$ cat config.mk
export PLATFORM = sky130hd
export DESIGN_NAME = bram_port_arbiter
export DESIGN_NICKNAME = d
export VERILOG_FILES = /design/src/rtl/bram_port_arbiter.sv
export SDC_FILE = /design/constraint.sdc
export NUM_CORES = 1
export LEC_CHECK = 0
export CORE_AREA = 2 2 98 100
export DETAILED_ROUTE_END_ITERATION = 16
export DIE_AREA = 0 0 100 102
export MAX_ROUTING_LAYER = met4
export SKIP_CTS_REPAIR_TIMING = 1
export SKIP_LAST_GASP = 1
export SLEW_MARGIN = 20
export SYNTH_ARGS = -nofsm -noshare
export SYNTH_HDL_FRONTEND = slang
export SYNTH_SLANG_ARGS = --single-unit
$ cat constraint.sdc
create_clock -name ACLK -period 2 [get_ports ACLK]
set_input_delay 0.2 -clock ACLK [delete_from_list [all_inputs] [get_ports ACLK]]
set_output_delay 0.2 -clock ACLK [all_outputs]
set_load 0.03 [all_outputs]
$ cat src/rtl/bram_port_arbiter.sv
// bram_port_arbiter
// Shares one single-port BRAM between the instruction-fetch port (read-only)
// and the data port (read/write). Arbitration is combinational and round-robin
// on ties, so a grant can be issued every cycle. Each grant pushes a response
// tag into an RD_LAT-deep pipeline. When the tag leaves the pipeline it routes
// BRAM_DOUT back to the port that issued the read. Out-of-range addresses are
// still granted but never write the BRAM; they come back flagged with ERR.
module bram_port_arbiter #(
    parameter int DATA_W      = 32,
    parameter int ADDR_W      = 32,
    parameter int BRAM_DEPTH  = 1024,
    parameter int BRAM_ADDR_W = $clog2(BRAM_DEPTH),
    parameter int RD_LAT      = 1
) (
    input  logic                   ACLK,
    input  logic                   ARESET,

    input  logic                   IF_REQ,
    input  logic [ADDR_W-1:0]      IF_ADDR,
    output logic                   IF_GNT,
    output logic                   IF_RVALID,
    output logic [DATA_W-1:0]      IF_RDATA,
    output logic                   IF_ERR,

    input  logic                   D_REQ,
    input  logic [DATA_W/8-1:0]    D_WE,
    input  logic [ADDR_W-1:0]      D_ADDR,
    input  logic [DATA_W-1:0]      D_WDATA,
    output logic                   D_GNT,
    output logic                   D_RVALID,
    output logic [DATA_W-1:0]      D_RDATA,
    output logic                   D_ERR,

    output logic [DATA_W/8-1:0]    BRAM_WE,
    output logic [BRAM_ADDR_W-1:0] BRAM_ADDR,
    output logic [DATA_W-1:0]      BRAM_DIN,
    input  logic [DATA_W-1:0]      BRAM_DOUT
);

    localparam int WORD_W = ADDR_W - 2;
    localparam logic [WORD_W-1:0] DEPTH_WORDS = WORD_W'(BRAM_DEPTH);

    // Port identifiers, used both for last_gnt and for the tag port field.
    localparam logic [0:0] PORT_IF = 1'b0;
    localparam logic [0:0] PORT_D  = 1'b1;

    logic [0:0]             last_gnt;
    logic                   gnt_if;
    logic                   gnt_d;
    logic                   any_gnt;
    logic                   if_oor;
    logic                   d_oor;
    logic [BRAM_ADDR_W-1:0] if_waddr;
    logic [BRAM_ADDR_W-1:0] d_waddr;
    logic [BRAM_ADDR_W-1:0] addr_hold;
    logic [BRAM_ADDR_W-1:0] bram_addr_c;
    logic [DATA_W/8-1:0]    bram_we_c;

    logic [0:0]             new_port;
    logic                   new_read;
    logic                   new_err;

    logic [RD_LAT-1:0]      tag_valid;
    logic [RD_LAT-1:0]      tag_port;
    logic [RD_LAT-1:0]      tag_read;
    logic [RD_LAT-1:0]      tag_err;

    logic                   rsp_valid;
    logic [0:0]             rsp_port;
    logic                   rsp_read;
    logic                   rsp_err;

    // The byte offset within a word never affects the access.
    logic                   unused_addr_lsbs;
    assign unused_addr_lsbs = ^{IF_ADDR[1:0], D_ADDR[1:0]};

    assign if_oor   = IF_ADDR[ADDR_W-1:2] >= DEPTH_WORDS;
    assign d_oor    = D_ADDR[ADDR_W-1:2] >= DEPTH_WORDS;
    assign if_waddr = IF_ADDR[BRAM_ADDR_W+1:2];
    assign d_waddr  = D_ADDR[BRAM_ADDR_W+1:2];

    // D wins a tie unless it was the last port served, and IF takes every
    // cycle that D does not win. Reset masks both grants.
    assign gnt_d   = !ARESET && D_REQ && (!IF_REQ || (last_gnt == PORT_IF));
    assign gnt_if  = !ARESET && IF_REQ && !gnt_d;
    assign any_gnt = gnt_d || gnt_if;

    assign IF_GNT  = gnt_if;
    assign D_GNT   = gnt_d;

    // Drive the BRAM port from the winner and build the tag for this grant.
    always_comb begin
        bram_addr_c = addr_hold;
        bram_we_c   = '0;
        new_port    = PORT_IF;
        new_read    = 1'b0;
        new_err     = 1'b0;
        if (gnt_d) begin
            bram_addr_c = d_waddr;
            new_port    = PORT_D;
            new_read    = (D_WE == '0);
            new_err     = d_oor;
            if (!d_oor) begin
                bram_we_c = D_WE;
            end
        end else if (gnt_if) begin
            bram_addr_c = if_waddr;
            new_port    = PORT_IF;
            new_read    = 1'b1;
            new_err     = if_oor;
        end
    end

    assign BRAM_ADDR = bram_addr_c;
    assign BRAM_WE   = bram_we_c;
    assign BRAM_DIN  = D_WDATA;

    // Remember the last winner for round-robin and the last address driven so
    // the BRAM address holds steady across idle cycles.
    always_ff @(posedge ACLK) begin
        if (ARESET) begin
            last_gnt  <= PORT_IF;
            addr_hold <= '0;
        end else if (any_gnt) begin
            last_gnt  <= gnt_d ? PORT_D : PORT_IF;
            addr_hold <= bram_addr_c;
        end
    end

    // The response tag pipeline. Its depth equals the BRAM read latency, so the
    // tag at the last stage lines up with BRAM_DOUT for that access.
    always_ff @(posedge ACLK) begin
        if (ARESET) begin
            tag_valid <= '0;
            tag_port  <= '0;
            tag_read  <= '0;
            tag_err   <= '0;
        end else begin
            tag_valid[0] <= any_gnt;
            tag_port[0]  <= new_port[0];
            tag_read[0]  <= new_read;
            tag_err[0]   <= new_err;
            for (int i = 1; i < RD_LAT; i++) begin
                tag_valid[i] <= tag_valid[i-1];
                tag_port[i]  <= tag_port[i-1];
                tag_read[i]  <= tag_read[i-1];
                tag_err[i]   <= tag_err[i-1];
            end
        end
    end

    assign rsp_valid = tag_valid[RD_LAT-1] && !ARESET;
    assign rsp_port  = tag_port[RD_LAT-1];
    assign rsp_read  = tag_read[RD_LAT-1];
    assign rsp_err   = tag_err[RD_LAT-1];

    // Errored reads return zero data instead of whatever the BRAM produced.
    assign IF_RVALID = rsp_valid && (rsp_port == PORT_IF) && rsp_read;
    assign IF_ERR    = rsp_valid && (rsp_port == PORT_IF) && rsp_err;
    assign IF_RDATA  = (IF_RVALID && !rsp_err) ? BRAM_DOUT : '0;

    assign D_RVALID  = rsp_valid && (rsp_port == PORT_D) && rsp_read;
    assign D_ERR     = rsp_valid && (rsp_port == PORT_D) && rsp_err;
    assign D_RDATA   = (D_RVALID && !rsp_err) ? BRAM_DOUT : '0;

endmodule

==> impl_results.md, run 1 <==
- Initial DRT Pass Iterations: 5
- WP data arrival: 1710 ps
- Die Height: 102 um
- Clk buf depth: 2
- Finished Cell Area: 0.00351 mm^2
- Logic pwr share: 44.3%
- Vias: 2,018
- RD Place Congestion: 0.765
- Hold Path Stages: 3
- PortBufs: 183
- Top-count cell post-synth: and2_1
- TritonCTS Buffers: 3
- #FFs+latches synth: 15
- Startpoint Class: input pin
- CTS root buffer: clkbuf_8
- Dpl ws: -103 ps
- CP Max Fanout: 4
- H-tree levels: 1
- Share of layout cells above drive strength 1: 33.0%
- Pwr Density: 291 mW/mm^2
- Leak: 1.63 nW
- Inserted Diodes: 0
- DRT antenna net count: 0
- GRT Overall Usage: 12.7%
- Final TNS setup: 0 ps
- Area delta synth->final: 134%
- Psw: 0.290 mW
- Final slew viol count: 0
- CTS tree: done
- Vias in the first global route: 1,908
- DR vias/cell: 4.17
- Slew HR: 73.6%
- Async SR Flop Fraction: 0%
- Cell taking the most area after synthesis: and2_1
- Die width: 100 um
- Final Worst Setup Slack: 92.6 ps
- Site row count: 35
- Initial antenna violation count: 0
- Ys Warns: 0
- Design Power: 1.02 mW
- Most common library cells after synthesis: and2_1 (68), buf_4 (32), dfxtp_1 (15)
- Primary FF master, synth: dfxtp_1
- First-pass GRT wire length: 9.86 mm
- CP Capture Type: primary output
- RSZ-0062 raised after global routing: false
- Synth cell types: 28
- Int Pwr: 0.733 mW
- DR WL/cell: 14.1 um
- Slew @ Worst Pin: 396 ps
- Clock slew at reported path FFs: 60 ps
- Post-Syn Nets: 342
- Max Clock Freq: 524 MHz
- Peak VDD IR: 205 uV
- Seq pwr share: 31.4%
- Cells after Synth: 206
- Critical path class: in2out
- Hold Crit Class: in2reg
- Clock Latency Late Sink: 250 ps
- Area of the die: 0.0102 mm^2
- Final wirelength: 6.82 mm
- Max-Cap Viols: 0
- DP Wirelength: 5.82 mm
- Syn avg cell area: 7.28 um^2
- Clock sinks: 15
- Initial Util: 16.5%
- Final setup viols: 0
- Fin Clk Skew: 1.27 ps
- Synth top area cells: and2_1 (28%), dfxtp_1 (20%), buf_4 (16%)
- Final hold violation count: 0
- Residual overflow from global routing: 0
- Core Region: 0.00911 mm^2
- Number of top-level pins: 252
- Worst Path Required: 1800 ps
- Clk pwr share: 24.3%
- Largest net degree at the start of global routing: 33
- Count of flip-flops with a built-in enable after synthesis: 0
- 1st-iter DRT viols: 44
- Final Cycle Share: 95.4%
- Cell Area, Synth: 0.00150 mm^2
- Post-synth top area share: 28.4%
- Register area share after synthesis: 20.0%
- Outcome: completed
- Switch share: 28.3%
- Number of nets in the layout: 510
- Post-route minimum period: 1910 ps
- Area post-placement: 0.00339 mm^2
- R2R depth: 6
- Remaining DRCs: 0
-- sequential cells by signal, summed over array words and instances, names as in the netlist --
name and count:
addr_hold 10, last_gnt 1, rsp_err 1, rsp_port 1, rsp_read 1, tag_valid 1
-- power groups by stage --
stage          combinational, mW  clock, mW  sequential [mW]
2_1_floorplan              0.251          0            0.325
3_3_place_gp               0.437          0            0.327
3_5_place_dp               0.440          0            0.327
4_1_cts                    0.443      0.256            0.321
5_1_grt                    0.484      0.269            0.323
6_report                   0.453      0.248            0.321
-- placed cells by master, fill, tap and decap left out, types with 2 or more instances in the layout --
cell | netlist | final
a222oi_1 | 10 | 10
and2_1 | 68 | 68
and3_1 | 3 | 3
buf_12 | 0 | 23
buf_4 | 32 | 82
clkbuf_8 | 0 | 3
clkdlybuf4s50_1 | 0 | 96
dfxtp_1 | 15 | 15
dlymetal6s2s_1 | 0 | 3
inv_1 | 12 | 11
nand2_1 | 5 | 5
nand3_1 | 2 | 2
nor2_1 | 13 | 13
nor2b_2 | 1 | 2
nor3_1 | 10 | 10
nor4_1 | 11 | 8
nor4_2 | 0 | 3
o21ai_0 | 2 | 2
-- cell type report --
class | instances | area, um^2
clock buffer | 3 | 41.3
clock inverter | 1 | 5.00
fill | 941 | 5600
inverter | 12 | 45.0
multi-input combinational | 136 | 888
sequential | 15 | 300
tap | 111 | 139
timing repair buffer | 206 | 2090
-- final timing paths --
path / startpoint / to / slack, ps
hold / removal: D_REQ / rsp_port / 270
setup / recovery: D_ADDR[20] / BRAM_WE[1] / 90
hold reg to reg: addr_hold[7] / addr_hold[7] / 490
setup reg to reg: last_gnt / addr_hold[0] / 510
-- critical path, stage by stage --
cell and delay, ps:
clkdlybuf4s50_1 410, nor4_2 320, and3_1 200, and4_1 270, and2_1 150, buf_4 160
-- cells by family after synthesis --
group	share of synthesized area, %
DFF	20.0
and+or+nand+nor	47.3
buffers and inverters	22.8
AOI/OAI and AO/OA	9.85
-- stage by stage --
step           hold slack, ps  util, %  cells
5_1_grt                   283     38.5    484
6_report                  275     38.5    484
2_1_floorplan             278        -    206
3_5_place_dp              400     37.3    476
3_3_place_gp              400     37.3    476
4_1_cts                   400     37.8    480
-- routing by layer --
metal  vias to the layer above  GRT usage (%)  share of wire [%]
met5                         -              -                  0
met4                         0           2.74               0.84
met3                         7           3.56                 11
met2                       136           22.8                 50
met1                       878           14.2                 38
li1                        997              -                  -
Power figures use the tool's default switching activity.
==> run 2: changes to the inputs <==
--- a/config.mk
+++ b/config.mk
@@ -5,10 +5,12 @@
 export SDC_FILE = /design/constraint.sdc
 export NUM_CORES = 1
 export LEC_CHECK = 0
-export CORE_AREA = 2 2 98 100
+export ABC_AREA = 1
+export CORE_AREA = 2 2 97 99
 export DETAILED_ROUTE_END_ITERATION = 16
-export DIE_AREA = 0 0 100 102
+export DIE_AREA = 0 0 99 101
 export MAX_ROUTING_LAYER = met4
+export PLACE_DENSITY = 0.67
 export SKIP_CTS_REPAIR_TIMING = 1
 export SKIP_LAST_GASP = 1
 export SLEW_MARGIN = 20
==> impl_results.md, run 2 <==
- Outcome: completed
- Register area: 300 um^2
- Largest net degree at the start of global routing: 33
- #FFs+latches synth: 15
- Global Route met3 Usage: 3.12%
- Startpoint Class: input pin
- Die width: 99 um
- 1st-iter DRT viols: 33
- Global routing usage on met1: 11.9%
- Post-route minimum period: 1730 ps
- Cells after DPL: 571
- Residual overflow from global routing: 0
- Final slew viol count: 0
- Critical path class: in2out
- Most frequent cells in the layout: nor2_1 (118), clkdlybuf4s50_1 (98), buf_4 (81), inv_1 (60), nand2_1 (40)
- DP Wirelength: 5.33 mm
- Worst Path Buf+Inv: 3
- Commonest non-fill, non-tap cell in the layout: nor2_1
- DR WL/cell: 10.9 um
- Post-synth top area share: 28.8%
- Largest register by flop count: addr_hold
- RD Place Congestion: 0.800
- Count of flip-flops with a built-in enable after synthesis: 0
- Gr busiest metal: met2
- Clock sinks: 15
- Top cell by count, worst path: nor2_1
- # fillers: 957
- Logic pwr share: 45.6%
- Pwr Density: 309 mW/mm^2
- Syn avg cell area: 5.20 um^2
- WP data arrival: 1530 ps
- PortBufs: 183
- GRT Overall Usage: 12.0%
- Max Clock Freq: 578 MHz
- Clock Latency Late Sink: 240 ps
- Crit-path cells: clkdlybuf4s50_1, nand3_2, nand2_4, nor2_1, nor2_1, inv_1, buf_4
- Final Cycle Share: 86.4%
- Final wirelength: 6.27 mm
- Initial antenna violation count: 0
- Peak VDD IR: 272 uV
- Primary FF master, synth: dfxtp_1
- CP Capture Type: primary output
- TritonCTS Buffers: 3
- Most common library cells after synthesis: nor2_1 (124), inv_1 (60), nand2_1 (42)
- Top-count cell post-synth: nor2_1
- Fin Clk Skew: 0.640 ps
- Share of layout cells above drive strength 1: 24.6%
- Vias: 2,242
- Async SR Flop Fraction: 0%
- CTS root buffer: clkbuf_8
- Non-filler instance count after layout: 575
- Switch share: 30.2%
- Inserted Diodes: 0
- DRT antenna net count: 0
- CTS tree: done
- Final TNS setup: 0 ps
- Slew HR: 81.7%
- Remaining DRCs: 0
- Die Height: 101 um
- CP max stage delay: 520 ps
- Cell Area, Synth: 0.00162 mm^2
- Clk pwr share: 23.0%
- Max reg flops: 10
- Synth top area cells: nor2_1 (29%), dfxtp_1 (19%), buf_4 (15%)
- Post-Syn Nets: 447
- Number of nets in the layout: 601
- Register area share after synthesis: 18.6%
- Crit-path slowest cell: clkdlybuf4s50_1
- Cell taking the most area after synthesis: nor2_1
- Cells after Synth: 311
- Slew @ Worst Pin: 272 ps
- Number of top-level pins: 252
- Synth cell types: 17
- Multi-input gate area: 788 um^2
- Clk buf depth: 2
- H-tree levels: 1
- Site row count: 35
- Max-Cap Viols: 0
- Crit path max-delay family: buffers and inverters
- CP Max Fanout: 12
- DR vias/cell: 3.90
- Leak: 1.83 nW
- Vias in the first global route: 2,093
- Psw: 0.313 mW
- Initial Util: 18.0%
- Initial DRT Pass Iterations: 4
- RSZ-0062 raised after global routing: false
- Worst Path Required: 1800 ps
- Final hold violation count: 0
- GR Util met2: 23.1%
- First-pass GRT wire length: 9.60 mm
- Seq pwr share: 31.3%
- Core Region: 0.00898 mm^2
- Int Pwr: 0.724 mW
- Area of the die: 0.0100 mm^2
- Area delta synth->final: 107%
- Final setup viols: 0
- Ys Warns: 0
- Hold Crit Class: in2out
==> run 2: cell count changes in the layout (fill, tap and decap cells not counted), sizes merged, moves of 3 or more <==
| cell | previous run | this run |
|---|---|---|
| a222oi | 10 | 0 |
| nor4 | 11 | 1 |
| nor2 | 13 | 125 |
| nand3 | 2 | 15 |
| nand2 | 5 | 44 |
| buf | 107 | 93 |
| or2 | 1 | 4 |
| nor3 | 11 | 0 |
| inv | 12 | 62 |
| and2 | 68 | 0 |
| and3 | 3 | 0 |
==> run 2: metal layers <==
metal | wire length (um) | vias up
li1 | - | 1158
met1 | 2310 | 964
met2 | 3310 | 112
met3 | 598 | 8
met4 | 56 | 0
met5 | 0 | -
==> run 2: path summary, 6_finish.rpt <==
| kind | start | end | slack, ps | depth (start not counted) |
|---|---|---|---|---|
| setup reg to reg | last_gnt | addr_hold[9] | 900 | 6 |
| hold / removal | D_WDATA[17] | BRAM_DIN[17] | 400 | 0 |
| setup / recovery | D_REQ | BRAM_ADDR[9] | 270 | 7 |
| hold reg to reg | last_gnt | last_gnt | 510 | 2 |
==> run 2: kinds of logic (layout without fill, tap and decap cells) <==
logic type | count (synthesis) | count (layout) | synth area share [%]
and+or+nand+nor | 189 | 189 | 46.6
AOI/OAI and AO/OA | 2 | 2 | 0.618
DFF | 15 | 15 | 18.6
buffers and inverters | 105 | 258 | 34.3
==> run 2: final cells by class <==
class | count | area share (%)
Timing Repair Buffer | 192 | 55.0
Multi-Input combinational cell | 191 | 23.5
Sequential cell | 15 | 8.97
Inverter | 62 | 7.02
Tap cell | 111 | 4.15
Clock buffer | 4 | 1.34
==> run 2: power groups by stage <==
| stage | sequential (mW) | clock (mW) | combinational [mW] |
|---|---|---|---|
| 4_1_cts | 0.325 | 0.247 | 0.472 |
| 5_1_grt | 0.326 | 0.262 | 0.514 |
| 2_1_floorplan | 0.330 | 0 | 0.309 |
| 3_5_place_dp | 0.331 | 0 | 0.470 |
| 3_3_place_gp | 0.331 | 0 | 0.465 |
| 6_report | 0.325 | 0.239 | 0.473 |
==> run 2: worst reg2reg max path, cell delays in order (launching register included) <==
cell	delay (ps)
dfxtp_1	310
nand2_1	70
nand3_2	150
nand2_4	190
nor2_1	70
nor2_1	150
nor2_1	50
==> run 2: stage by stage <==
stage | hold slack (ps) | cell area, um^2 | setup WS (ps) | total power [mW] | utilization, %
after floorplan | 269 | 1620 | 249 | 0.639 | -
after global placement | 400 | 3270 | 47.4 | 0.796 | 36.5
after detailed placement | 400 | 3270 | 8.30 | 0.801 | 36.5
after global routing | 400 | 3350 | 129 | 1.10 | 37.3
final | 400 | 3350 | 271 | 1.04 | 37.3
after CTS | 400 | 3320 | 4.65 | 1.04 | 37.0
==> run 3: changes to the inputs <==
--- a/config.mk
+++ b/config.mk
@@ -9,6 +9,8 @@
 export CORE_AREA = 2 2 97 99
 export DETAILED_ROUTE_END_ITERATION = 16
 export DIE_AREA = 0 0 99 101
+export GPL_TIMING_DRIVEN = 0
+export HOLD_SLACK_MARGIN = 0.1
 export MAX_ROUTING_LAYER = met4
 export PLACE_DENSITY = 0.67
 export SKIP_CTS_REPAIR_TIMING = 1
==> impl_results.md, run 3 (synthesis gave the netlist of run 2 again) <==
- Clock Latency Late Sink: 240 ps
- DR WL/cell: 11.6 um
- Final setup viols: 0
- Number of nets in the layout: 667
- Pwr Density: 298 mW/mm^2
- Number of top-level pins: 252
- Worst Path Required: 1800 ps
- CP Max Fanout: 10
- Die width: 99 um
- Commonest non-fill, non-tap cell in the layout: clkdlybuf4s50_1
- Share of layout cells above drive strength 1: 13.0%
- Clock slew at reported path FFs: 60 ps
- CTS root buffer: clkbuf_8
- Clk pwr share: 19.8%
- Int Pwr: 0.814 mW
- Initial antenna violation count: 0
- Peak VDD IR: 252 uV
- Vias in the first global route: 2,393
- Initial DRT Pass Iterations: 4
- TritonCTS Buffers: 3
- Dpl ws: -488 ps
- Largest net degree at the start of global routing: 11
- Leak: 3.11 nW
- DR vias/cell: 3.84
- Die Height: 101 um
- Slew @ Worst Pin: 422 ps
- DRT antenna net count: 0
- PortBufs: 215
- Outcome: completed
- Final Worst Setup Slack: 127 ps
- First-pass GRT wire length: 11.1 mm
- Fin Clk Skew: 0.686 ps
- Post-route minimum period: 1870 ps
- Max Clock Freq: 534 MHz
- Final wirelength: 7.46 mm
- Max-Cap Viols: 0
- Site row count: 35
- Most frequent cells in the layout: clkdlybuf4s50_1 (134), nor2_1 (123), dlymetal6s2s_1 (68), inv_1 (60), nand2_1 (42)
- Vias: 2,464
- Area of the die: 0.0100 mm^2
- Logic pwr share: 53.3%
- Clk buf depth: 2
- # fillers: 917
- Inserted Diodes: 0
- Switch share: 32.8%
- Max reg flops: 10
- CP Capture Type: primary output
- CTS tree: done
- Design Power: 1.21 mW
- Area delta synth->final: 151%
- Core Region: 0.00898 mm^2
- GRT Overall Usage: 13.7%
- DP Wirelength: 6.42 mm
- Residual overflow from global routing: 0
- RD Place Congestion: 0.813
- Slew HR: 71.8%
- Final slew viol count: 0
- Psw: 0.397 mW
- WP data arrival: 1670 ps
- Seq pwr share: 26.8%
- Initial Util: 18.0%
- Largest register by flop count: addr_hold
- Remaining DRCs: 0
- Startpoint Class: input pin
- Critical path class: in2out
- 1st-iter DRT viols: 32
- Hold Crit Class: in2reg
- RSZ-0062 raised after global routing: true
- Clock sinks: 15
- H-tree levels: 1
- Final Cycle Share: 93.7%
- Final hold violation count: 0
==> run 3: changes by cell type in the layout (fill, tap and decap cells not counted), sizes merged <==
cell,previous run,this run
buf,93,42
clkbuf,4,18
clkdlybuf4s50,98,134
dlymetal6s2s,1,68
==> run 3: worst max-delay path: stages <==
cell and delay, ps:
clkdlybuf4s50_1 490, nand2_1 80, nand3_2 100, nand2_1 100, buf_4 180, nor2_1 100
nor2_1 60, inv_1 50, dlymetal6s2s_1 300
==> run 3: power by group through the flow <==
stage	registers [mW]	clock network (mW)	logic, mW
floorplan	0.330	0	0.309
global placement	0.331	0	0.651
detailed placement	0.331	0	0.657
CTS	0.325	0.245	0.660
global route	0.327	0.259	0.695
finish	0.325	0.240	0.646
==> run 3: metal layers <==
metal	up-vias	share of wire, %	global-route usage (%)	wire (um)
met1	1054	36	14.9	2680
met5	-	0	-	0
met2	112	55	25.9	4080
li1	1290	-	-	-
met3	8	8.3	2.22	616
met4	0	1.2	3.37	92
==> run 3: final timing paths <==
path         startpoint            to  slack [ps]  cells past startpoint
max              IF_REQ  BRAM_ADDR[6]         130                      9
min reg2reg    last_gnt      last_gnt         500                      2
min              ARESET      last_gnt         270                      2
max reg2reg    last_gnt  addr_hold[5]         820                      7
==> run 3: area by class of cell <==
class	count	area, um^2	share of cell area, %
flip-flops and latches	15	300	7.39
clock buffers	4	45.0	1.11
inverters	62	233	5.73
well taps	111	139	3.42
plain buffers	43	322	7.91
multi-input cells	191	766	18.8
repair buffers	215	2260	55.6
==> run 3: per-stage QoR <==
step                std cells  hold WS (ps)  TNS, ps  utilization (%)  instance area, um^2
floorplan                 311           269        0                -                 1620
global placement          637           469   -28780             43.5                 3910
detailed placement        637           484   -31840             43.5                 3910
CTS                       641           502   -32160             44.0                 3950
global route              641           307    -33.3             45.3                 4060
finish                    641           273        0             45.3                 4060
